### src/rtl/grn_cycle_ctrl_if.sv
// Result port of the GRN cycle controller.
// Carries the meet/period pair on a valid/ready handshake.
interface grn_cycle_ctrl_if #(
  parameter int CNT_W = 16
);
  logic             res_valid;
  logic             res_ready;
  logic             res_timeout;
  logic [CNT_W-1:0] res_meet;
  logic [CNT_W-1:0] res_period;

  modport master (
    output res_valid,
    output res_meet,
    output res_period,
    output res_timeout,
    input  res_ready
  );

  modport slave (
    input  res_valid,
    input  res_meet,
    input  res_period,
    input  res_timeout,
    output res_ready
  );
endinterface

### src/rtl/grn_cycle_ctrl.sv
// GRN cycle controller: steps tortoise/hare node copies,
// finds the Floyd meeting step, then the attractor period.
module grn_cycle_ctrl #(
  parameter int N_NODES   = 8,
  parameter int CNT_W     = 16,
  parameter int SETTLE    = 1,
  parameter int MAX_STEPS = 4096
) (
  input  logic               clk,
  input  logic               rst,
  input  logic               start,
  input  logic [N_NODES-1:0] init_vec,
  output logic               busy,
  output logic               reset_nos,
  output logic [N_NODES-1:0] init_state,
  output logic               start_s0,
  output logic               start_s1,
  input  logic [N_NODES-1:0] s0_vec,
  input  logic [N_NODES-1:0] s1_vec,
  grn_cycle_ctrl_if.master   res
);

  typedef enum logic [2:0] {
    IDLE, LOAD, STEP1, CMP1,
    STEP2, CMP2, WAIT, DONE
  } state_t;

  localparam logic [CNT_W-1:0] MAX_C =
    CNT_W'(MAX_STEPS);
  localparam logic [3:0] SET_L = 4'(SETTLE - 1);

  state_t           state;
  state_t           state_nx;
  state_t           ret;
  logic [3:0]       wait_cnt;
  logic [CNT_W-1:0] meet_cnt;
  logic [CNT_W-1:0] per_cnt;
  logic             eq;

  assign eq = (s0_vec == s1_vec);

  always_comb begin
    state_nx = state;
    unique case (state)
      IDLE:  if (start) state_nx = LOAD;
      LOAD:  state_nx = WAIT;
      STEP1: state_nx = WAIT;
      STEP2: state_nx = WAIT;
      WAIT:  if (wait_cnt == SET_L) state_nx = ret;
      CMP1: begin
        if (eq)                   state_nx = STEP2;
        else if (meet_cnt == MAX_C) state_nx = DONE;
        else                      state_nx = STEP1;
      end
      CMP2: begin
        if (eq)                  state_nx = DONE;
        else if (per_cnt == MAX_C) state_nx = DONE;
        else                     state_nx = STEP2;
      end
      DONE: begin
        if (res.res_valid && res.res_ready)
          state_nx = IDLE;
      end
      default: state_nx = IDLE;
    endcase
  end

  // Strobes and flags decode the next state so they line up with it
  always_ff @(posedge clk) begin
    if (rst) begin
      state           <= IDLE;
      ret             <= IDLE;
      wait_cnt        <= '0;
      meet_cnt        <= '0;
      per_cnt         <= '0;
      busy            <= 1'b0;
      reset_nos       <= 1'b0;
      start_s0        <= 1'b0;
      start_s1        <= 1'b0;
      init_state      <= '0;
      res.res_valid   <= 1'b0;
      res.res_timeout <= 1'b0;
      res.res_meet    <= '0;
      res.res_period  <= '0;
    end else begin
      state         <= state_nx;
      busy          <= (state_nx != IDLE);
      reset_nos     <= (state_nx == LOAD);
      start_s0      <= (state_nx == STEP1);
      start_s1      <= (state_nx == STEP1) ||
                       (state_nx == STEP2);
      res.res_valid <= (state_nx == DONE);
      unique case (state)
        IDLE: begin
          if (start) begin
            init_state      <= init_vec;
            meet_cnt        <= '0;
            per_cnt         <= '0;
            res.res_meet    <= '0;
            res.res_period  <= '0;
            res.res_timeout <= 1'b0;
          end
        end
        LOAD: begin
          ret      <= STEP1;
          wait_cnt <= '0;
        end
        STEP1: begin
          ret      <= CMP1;
          wait_cnt <= '0;
          if (meet_cnt != MAX_C)
            meet_cnt <= meet_cnt + 1'b1;
        end
        STEP2: begin
          ret      <= CMP2;
          wait_cnt <= '0;
          if (per_cnt != MAX_C)
            per_cnt <= per_cnt + 1'b1;
        end
        WAIT: wait_cnt <= wait_cnt + 1'b1;
        CMP1: begin
          if (eq) begin
            res.res_meet <= meet_cnt;
          end else if (meet_cnt == MAX_C) begin
            res.res_meet    <= MAX_C;
            res.res_timeout <= 1'b1;
          end
        end
        CMP2: begin
          if (eq) begin
            res.res_period <= per_cnt;
          end else if (per_cnt == MAX_C) begin
            res.res_period  <= MAX_C;
            res.res_timeout <= 1'b1;
          end
        end
        DONE: ;
        default: ;
      endcase
    end
  end

endmodule

### src/flat_wrapper.sv
// flat-port wrapper written by rule: the top's interface ports become plain ports
module grn_cycle_ctrl_flat 
#(
  parameter int N_NODES   = 8,
  parameter int CNT_W     = 16,
  parameter int SETTLE    = 1,
  parameter int MAX_STEPS = 4096
)
  (clk, rst, start, init_vec, busy, reset_nos, init_state, start_s0, start_s1, s0_vec, s1_vec, res_res_valid, res_res_meet, res_res_period, res_res_timeout, res_res_ready);
  grn_cycle_ctrl_if #(.CNT_W(CNT_W)) res_i ();
  input  logic clk;
  input  logic rst;
  input  logic start;
  input  logic [N_NODES-1:0] init_vec;
  output logic busy;
  output logic reset_nos;
  output logic [N_NODES-1:0] init_state;
  output logic start_s0;
  output logic start_s1;
  input  logic [N_NODES-1:0] s0_vec;
  input  logic [N_NODES-1:0] s1_vec;
  output wire logic [$bits(res_i.res_valid)-1:0] res_res_valid;
  output wire logic [$bits(res_i.res_meet)-1:0] res_res_meet;
  output wire logic [$bits(res_i.res_period)-1:0] res_res_period;
  output wire logic [$bits(res_i.res_timeout)-1:0] res_res_timeout;
  input wire logic [$bits(res_i.res_ready)-1:0] res_res_ready;
  assign res_res_valid = res_i.res_valid;
  assign res_res_meet = res_i.res_meet;
  assign res_res_period = res_i.res_period;
  assign res_res_timeout = res_i.res_timeout;
  assign res_i.res_ready = res_res_ready;
  grn_cycle_ctrl #(.N_NODES(N_NODES), .CNT_W(CNT_W), .SETTLE(SETTLE), .MAX_STEPS(MAX_STEPS)) u_core (.clk(clk), .rst(rst), .start(start), .init_vec(init_vec), .busy(busy), .reset_nos(reset_nos), .init_state(init_state), .start_s0(start_s0), .start_s1(start_s1), .s0_vec(s0_vec), .s1_vec(s1_vec), .res(res_i));
endmodule
### config.mk
export PLATFORM = sky130hd
export DESIGN_NAME = grn_cycle_ctrl_flat
export DESIGN_NICKNAME = d
export VERILOG_FILES = /design/src/rtl/grn_cycle_ctrl_if.sv /design/src/rtl/grn_cycle_ctrl.sv /design/src/flat_wrapper.sv
export SDC_FILE = /design/constraint.sdc
export NUM_CORES = 1
export LEC_CHECK = 0
export BUFFER_PORTS_ARGS = -buffer_cell sky130_fd_sc_hd__clkbuf_2
export CAP_MARGIN = 20
export CORE_MARGIN = 3
export CORE_UTILIZATION = 54
export CTS_BUF_LIST = sky130_fd_sc_hd__clkbuf_16
export DETAILED_ROUTE_END_ITERATION = 12
export MAX_ROUTING_LAYER = met4
export PLACE_DENSITY = 0.89
export SYNTH_ARGS = -nofsm -noshare
export SYNTH_HDL_FRONTEND = slang
export SYNTH_SLANG_ARGS = --single-unit
### constraint.sdc
create_clock -name clk -period 2.27 [get_ports clk]
set_input_delay 0.5675 -clock clk [delete_from_list [all_inputs] [get_ports clk]]
set_output_delay 0.5675 -clock clk [all_outputs]
set_load 0.02 [all_outputs]
# Yosys cells after proc, flatten, opt, wreduce, memory -nomap -nowiden
# Cells that the tools add are included.
[totals]
reg_bits = 88
output_inout_bits = 46
elab_cells = 88
[classes]
n_reduce_logical = 19
n_addsub = 3
n_eq_ne = 25
mux = 27
[op_table]
columns = ["op", "n"]
rows = [
  ["$pmux 16 s2", 4],
  ["$mux 16", 7],
  ["$add 16x1->16 const B", 2],
  ["$eq 16x13->1 const B", 2],
  ["$ne 16x13->1 const B", 2],
  ["$eq 3x3->1 const B", 6],
  ["$mux 3", 6],
  ["$pmux 3 s6", 1],
  ["$reduce_and 3->1", 4],
  ["$reduce_bool 2->1", 5],
  ["$eq 3x2->1 const B", 3],
  ["$pmux 3 s3", 1],
  ["$reduce_bool 3->1", 3],
  ["$eq 8x8->1", 1],
  ["$ne 2x1->1 const B", 4],
  ["$pmux 4 s2", 1],
  ["$eq 3x1->1 const B", 2],
  ["$ne 2x2->1 const B", 3],
  ["$ne 3x1->1 const B", 2],
  ["$reduce_and 6->1", 1],
  ["$mux 1", 5],
  ["$add 4x1->4 const B", 1],
  ["$logic_not 4->1", 1],
  ["$logic_not 3->1", 1],
  ["6 further kinds", 6],
]

# Longest topological paths before layout
[logic_depth]
ltp_word = 6
depth_mapped = 9
depth_no_buf = 8

# Worst setup path after synthesis
# No wires, ideal clock.
[synth_timing]
path_kind = "input-to-reg"
from = "in s1_vec[3]"
to = "reg u_core.res.res_meet[10]"
arrival_time_ns = 1.847
path_slack_ns = 0.364
cell_stages = 6
setup_ns = 0.059
path_cell_list = "xnor2_1 > nand4_1 > or2_1 > nor3_4 > buf_2 > a22o_1"
[synth_via]
elab_chain_len = 3
[synth_lines]
columns = ["item", "line", "source"]
rows = [
  ["from (decl)", "flat_wrapper.sv:21", "input logic [N_NODES-1:0] s1_vec;"],
  ["$eq 8x8->1 *", "grn_cycle_ctrl.sv:40", "assign eq = (s0_vec == s1_vec);"],
  ["$ne 3x1->1 (no source line) / $mux 16 (equally long branches)", "n/a", ""],
  ["$reduce_and 3->1 (no source line) / $pmux 16 s2 (equally long branches)", "n/a", ""],
  ["to (signal assigned)", "grn_cycle_ctrl.sv:123", "res.res_meet <= meet_cnt;"],
  ["to (decl)", "grn_cycle_ctrl_if.sv:14", "output res_meet,"],
]
# Mark *: on every way between the ends. The rest lies on a longest branch, timed or not.
# A chain may end at the register's enable or synchronous reset.

# Final worst setup path
[layout_timing]
from = "reg u_core.per_cnt[0]"
to = "reg u_core.start_s1"
[layout_via]
elab_chain_len = 6
[layout_lines]
columns = ["item", "line", "source"]
rows = [
  ["from (decl)", "grn_cycle_ctrl.sv:37", "logic [CNT_W-1:0] per_cnt;"],
  ["from (signal assigned)", "grn_cycle_ctrl.sv:118", "per_cnt <= per_cnt + 1'b1;"],
  ["$eq 16x13->1 *", "grn_cycle_ctrl.sv:57", "else if (per_cnt == MAX_C) state_nx = DONE;"],
  ["$mux 2 *", "grn_cycle_ctrl.sv:57", ""],
  ["$mux 3 *", "grn_cycle_ctrl.sv:56", "if (eq) state_nx = DONE;"],
  ["$pmux 3 s6 *", "grn_cycle_ctrl.sv:44", "unique case (state)"],
  ["$eq 3x2->1 / $eq 3x3->1 (equally long branches)", "grn_cycle_ctrl.sv:90, grn_cycle_ctrl.sv:91", ""],
  ["$logic_or 1x1->1 *", "grn_cycle_ctrl.sv:90", "start_s1 <= (state_nx == STEP1) ||"],
  ["to (signal assigned)", "grn_cycle_ctrl.sv:90", ""],
  ["to (decl)", "grn_cycle_ctrl.sv:17", "output logic start_s1,"],
]
# Marks and branches as above.

==> load_flow_metrics.sql <==
INSERT INTO impl_metrics (metric_group, metric, value, unit) VALUES
('worst_setup_path', 'worst_r2r_path_depth', '8', ''),
('floorplan', 'start_util', '56.4', '%'),
('worst_setup_path', 'timing.critical_path.from_type', 'flop', ''),
('cts', 'number_of_buffers_created_by_cts', '9', ''),
('timing', 'highest_clock_rate', '474', 'MHz'),
('cts', 'clock_tree.root_cell', 'sky130_fd_sc_hd__clkbuf_16', ''),
('layout', 'final.fill_count', '546', ''),
('timing', 'period_minus_slack', '2.11', 'ns'),
('pwr', 'total_power', '4.61', 'mW'),
('timing', 'period_utilization', '92.8', '%'),
('synth', 'synthesis.yosys.warnings', '0', ''),
('pwr', 'internal_power', '2.94', 'mW'),
('layout', 'flow.area_growth_from_synthesis', '21.2', '%'),
('worst_setup_path', 'cp.required', '2.53', 'ns'),
('floorplan', 'die-width', '90.9', 'um'),
('layout', 'final_cell_area', '4720', 'um2'),
('synth', 'yosysUniqueCellTypes', '61', ''),
('route', 'totalWireLength', '9180', 'um'),
('timing', 'final-max-slew-violation-count', '0', ''),
('cts', 'h_tree_depth', '3', ''),
('route', 'drt-pass1-iter-count', '5', ''),
('pwr', 'power_frac_seq', '39.4', '%'),
('placed_design', 'routabilityCongestion', '0.823', ''),
('synth', 'synth_enable_flop_cells', '0', ''),
('synth', 'post_syn_area_per_cell', '9.04', 'um2'),
('placed_design', 'number_of_placed_instances_taps_included', '598', ''),
('synth', 'mappedNetlistArea', '3890', 'um2'),
('route', 'drc', '0', ''),
('grt', 'grt_antenna_before_repair', '0', ''),
('synth', 'postSynthCellCount', '431', ''),
('route', 'routed-via-count', '3492', ''),
('route', 'detail_route.vias_per_cell', '5.68', ''),
('timing', 'unrepaired_setup_endpoints_after_global_routing', 'yes', ''),
('placed_design', 'place.port_buffers', '73', ''),
('layout', 'antenna-diode-count', '0', ''),
('route', 'wire_per_inst', '14.9', 'um'),
('route', 'post_route_antenna_net_violation_count', '0', ''),
('worst_setup_path', 'critPathMaxFanout', '6', ''),
('pwr', 'power.clock.fraction', '31.4', '%'),
('layout', 'area_used_by_multi_input_combinational_logic', '1990', 'um2'),
('grt', 'gr-total-overflow', '0', ''),
('pwr', 'comb_power_share', '29.2', '%'),
('cts', 'worst_skew_pair.late_latency', '0.34', 'ns'),
('worst_setup_path', 'crit_path_cell_trace', 'inv_1 > ha_1 > nor4b_2 > nand4_2 > o21ai_2 > a21o_2 > or3_1 > a211oi_2', ''),
('hold_path', 'worstHoldPathType', 'in -> reg', ''),
('grt', 'first_global_vias', '3323', ''),
('synth', 'net_count_after_synthesis', '465', ''),
('hold_path', 'min_path_cells', '3', ''),
('job', 'max-cap-violations', '0', ''),
('worst_setup_path', 'stage_delay_of_the_slowest_cell_on_the_critical_path', '0.42', 'ns'),
('synth', 'synth-seq-cells', '88', ''),
('timing', 'worst_case_clock_skew', '0.00946', 'ns'),
('cts', 'cts.reportedPaths.clkPinSlew', '0.07', 'ns'),
('cts', 'cts_tree', 'built', ''),
('layout', 'seq_area', '1760', 'um2'),
('layout', 'fin_cells', '615', ''),
('floorplan', 'num_rows', '30', ''),
('synth', 'synth-main-ff-cell', 'sky130_fd_sc_hd__dfxtp_1', ''),
('worst_setup_path', 'timing_worst_setup_path_type', 'reg -> reg', ''),
('layout', 'drive_gt1_share', '25.6', '%'),
('pwr', 'net-switching-power', '1.68', 'mW'),
('synth', 'synth_sequential_area_ratio', '45.2', '%'),
('worst_setup_path', 'worst_ep_arrival_time', '2.37', 'ns'),
('layout', 'design.final.nets', '548', ''),
('floorplan', 'design.core.area', '6910', 'um2'),
('layout', 'mostFrequentLayoutCells', '88 x sky130_fd_sc_hd__dfxtp_1, 73 x sky130_fd_sc_hd__clkbuf_2, 56 x sky130_fd_sc_hd__nor2_1', ''),
('run_status', 'run_status', 'finished clean', ''),
('timing', 'slew_at_the_pin_with_the_worst_max_slew_slack', '0.541', 'ns'),
('grt', 'grt_util_all_layers', '23.2', '%'),
('worst_setup_path', 'timing.critical_path.slowest_stage_cell', 'sky130_fd_sc_hd__dfxtp_1', ''),
('timing', 'final-hold-violation-count', '0', '');
final timing paths:
check                                     startpoint                   end
worst max-delay path               u_core.per_cnt[0]       u_core.start_s1
worst min-delay path                     init_vec[7]  u_core.init_state[7]
worst max register to register     u_core.per_cnt[0]       u_core.start_s1
worst min register to register  u_core.init_state[2]  u_core.init_state[2]
synth_stat cells (all sizes together), types with 4 or more instances:
cell	n	area share [%]
a22o	15	3.4
dfxtp	88	45
o21ai	15	2.1
or3	10	1.7
inv	14	1.3
nor3	14	2.5
nand4	9	1.8
nand2b	5	0.80
a211oi	4	1.0
nor4b	6	2.0
xnor2	25	5.6
clkbuf	9	0.87
a21oi	31	4.1
and3	7	1.1
nor2	57	5.6
nor4	9	2.2
ha	6	1.9
nand2	35	3.4
nand3	12	1.5
a22oi	16	3.1
buf	10	1.6
critical path: cells and delay by family, from the launching register on:
kind | cells | cell delay [ns]
adder cells (fa/ha/maj) | 1 | 0.20
AO/OA/AOI/OAI | 3 | 0.59
buffers and inverters | 1 | 0.07
flip-flops | 1 | 0.42
AND/OR/NAND/NOR | 3 | 0.75
metal layers:
| metal | share of wire, % | vias to the layer above | global-route usage (%) |
|---|---|---|---|
| met3 | 4.7 | 17 | 6.05 |
| met1 | 42 | 1669 | 26.1 |
| met4 | 1.8 | 0 | 8.17 |
| met5 | 0 | - | - |
| li1 | - | 1707 | - |
| met2 | 51 | 99 | 39.9 |
power groups by stage:
stage / sequential, mW / combinational, mW / clock [mW]
finish: 1.82 / 1.35 / 1.45
global route: 1.83 / 1.48 / 1.54
CTS: 1.81 / 1.32 / 1.47
detailed placement: 1.84 / 1.29 / 0
global placement: 1.83 / 1.25 / 0
floorplan: 1.86 / 0.917 / 0
flip-flops by register name, indices dropped and copies added (netlist names), 3 cells and up:
register	cells
u_core.meet_cnt	16
u_core.per_cnt	16
u_core.res.res_meet	16
u_core.res.res_period	16
u_core.init_state	8
u_core.wait_cnt	4
u_core.ret	3
u_core.state	3
logic make-up (layout without fill, tap and decap cells):
logic type	after synthesis	in the layout	share of synthesized area, %
simple gates	177	177	24.9
compound gates	99	99	17.8
flops	88	88	45.2
buf+inv	33	121	3.85
xor+xnor	28	28	6.30
fa+ha+maj	6	6	1.93
what timing repair did:
action	4_1_cts	5_1_grt
hold endpoints to repair	0	0
resized for setup	0	1
setup buffers	0	0
endpoints found under the setup margin	0	4
stage by stage:
stage | setup TNS (ns) | hold slack [ns] | setup WS, ns | util, %
final | 0 | 0.442 | 0.163 | 68.3
after global placement | 0 | 0.442 | 0.0473 | 63.9
after detailed placement | -0.00885 | 0.451 | -0.00885 | 63.9
after CTS | 0 | 0.439 | 0.0332 | 68.1
after floorplan | 0 | 0.455 | 0.364 | -
after global routing | -0.00485 | 0.452 | -0.00485 | 68.3
cell type report:
class | instances | area share (%)
multi-input cells | 310 | 42.2
flip-flops and latches | 88 | 37.3
repair buffers | 91 | 10.6
clock buffers | 9 | 4.77
well taps | 96 | 2.55
clock inverters | 7 | 1.46
inverters | 14 | 1.11
Power figures use the tool's default switching activity.
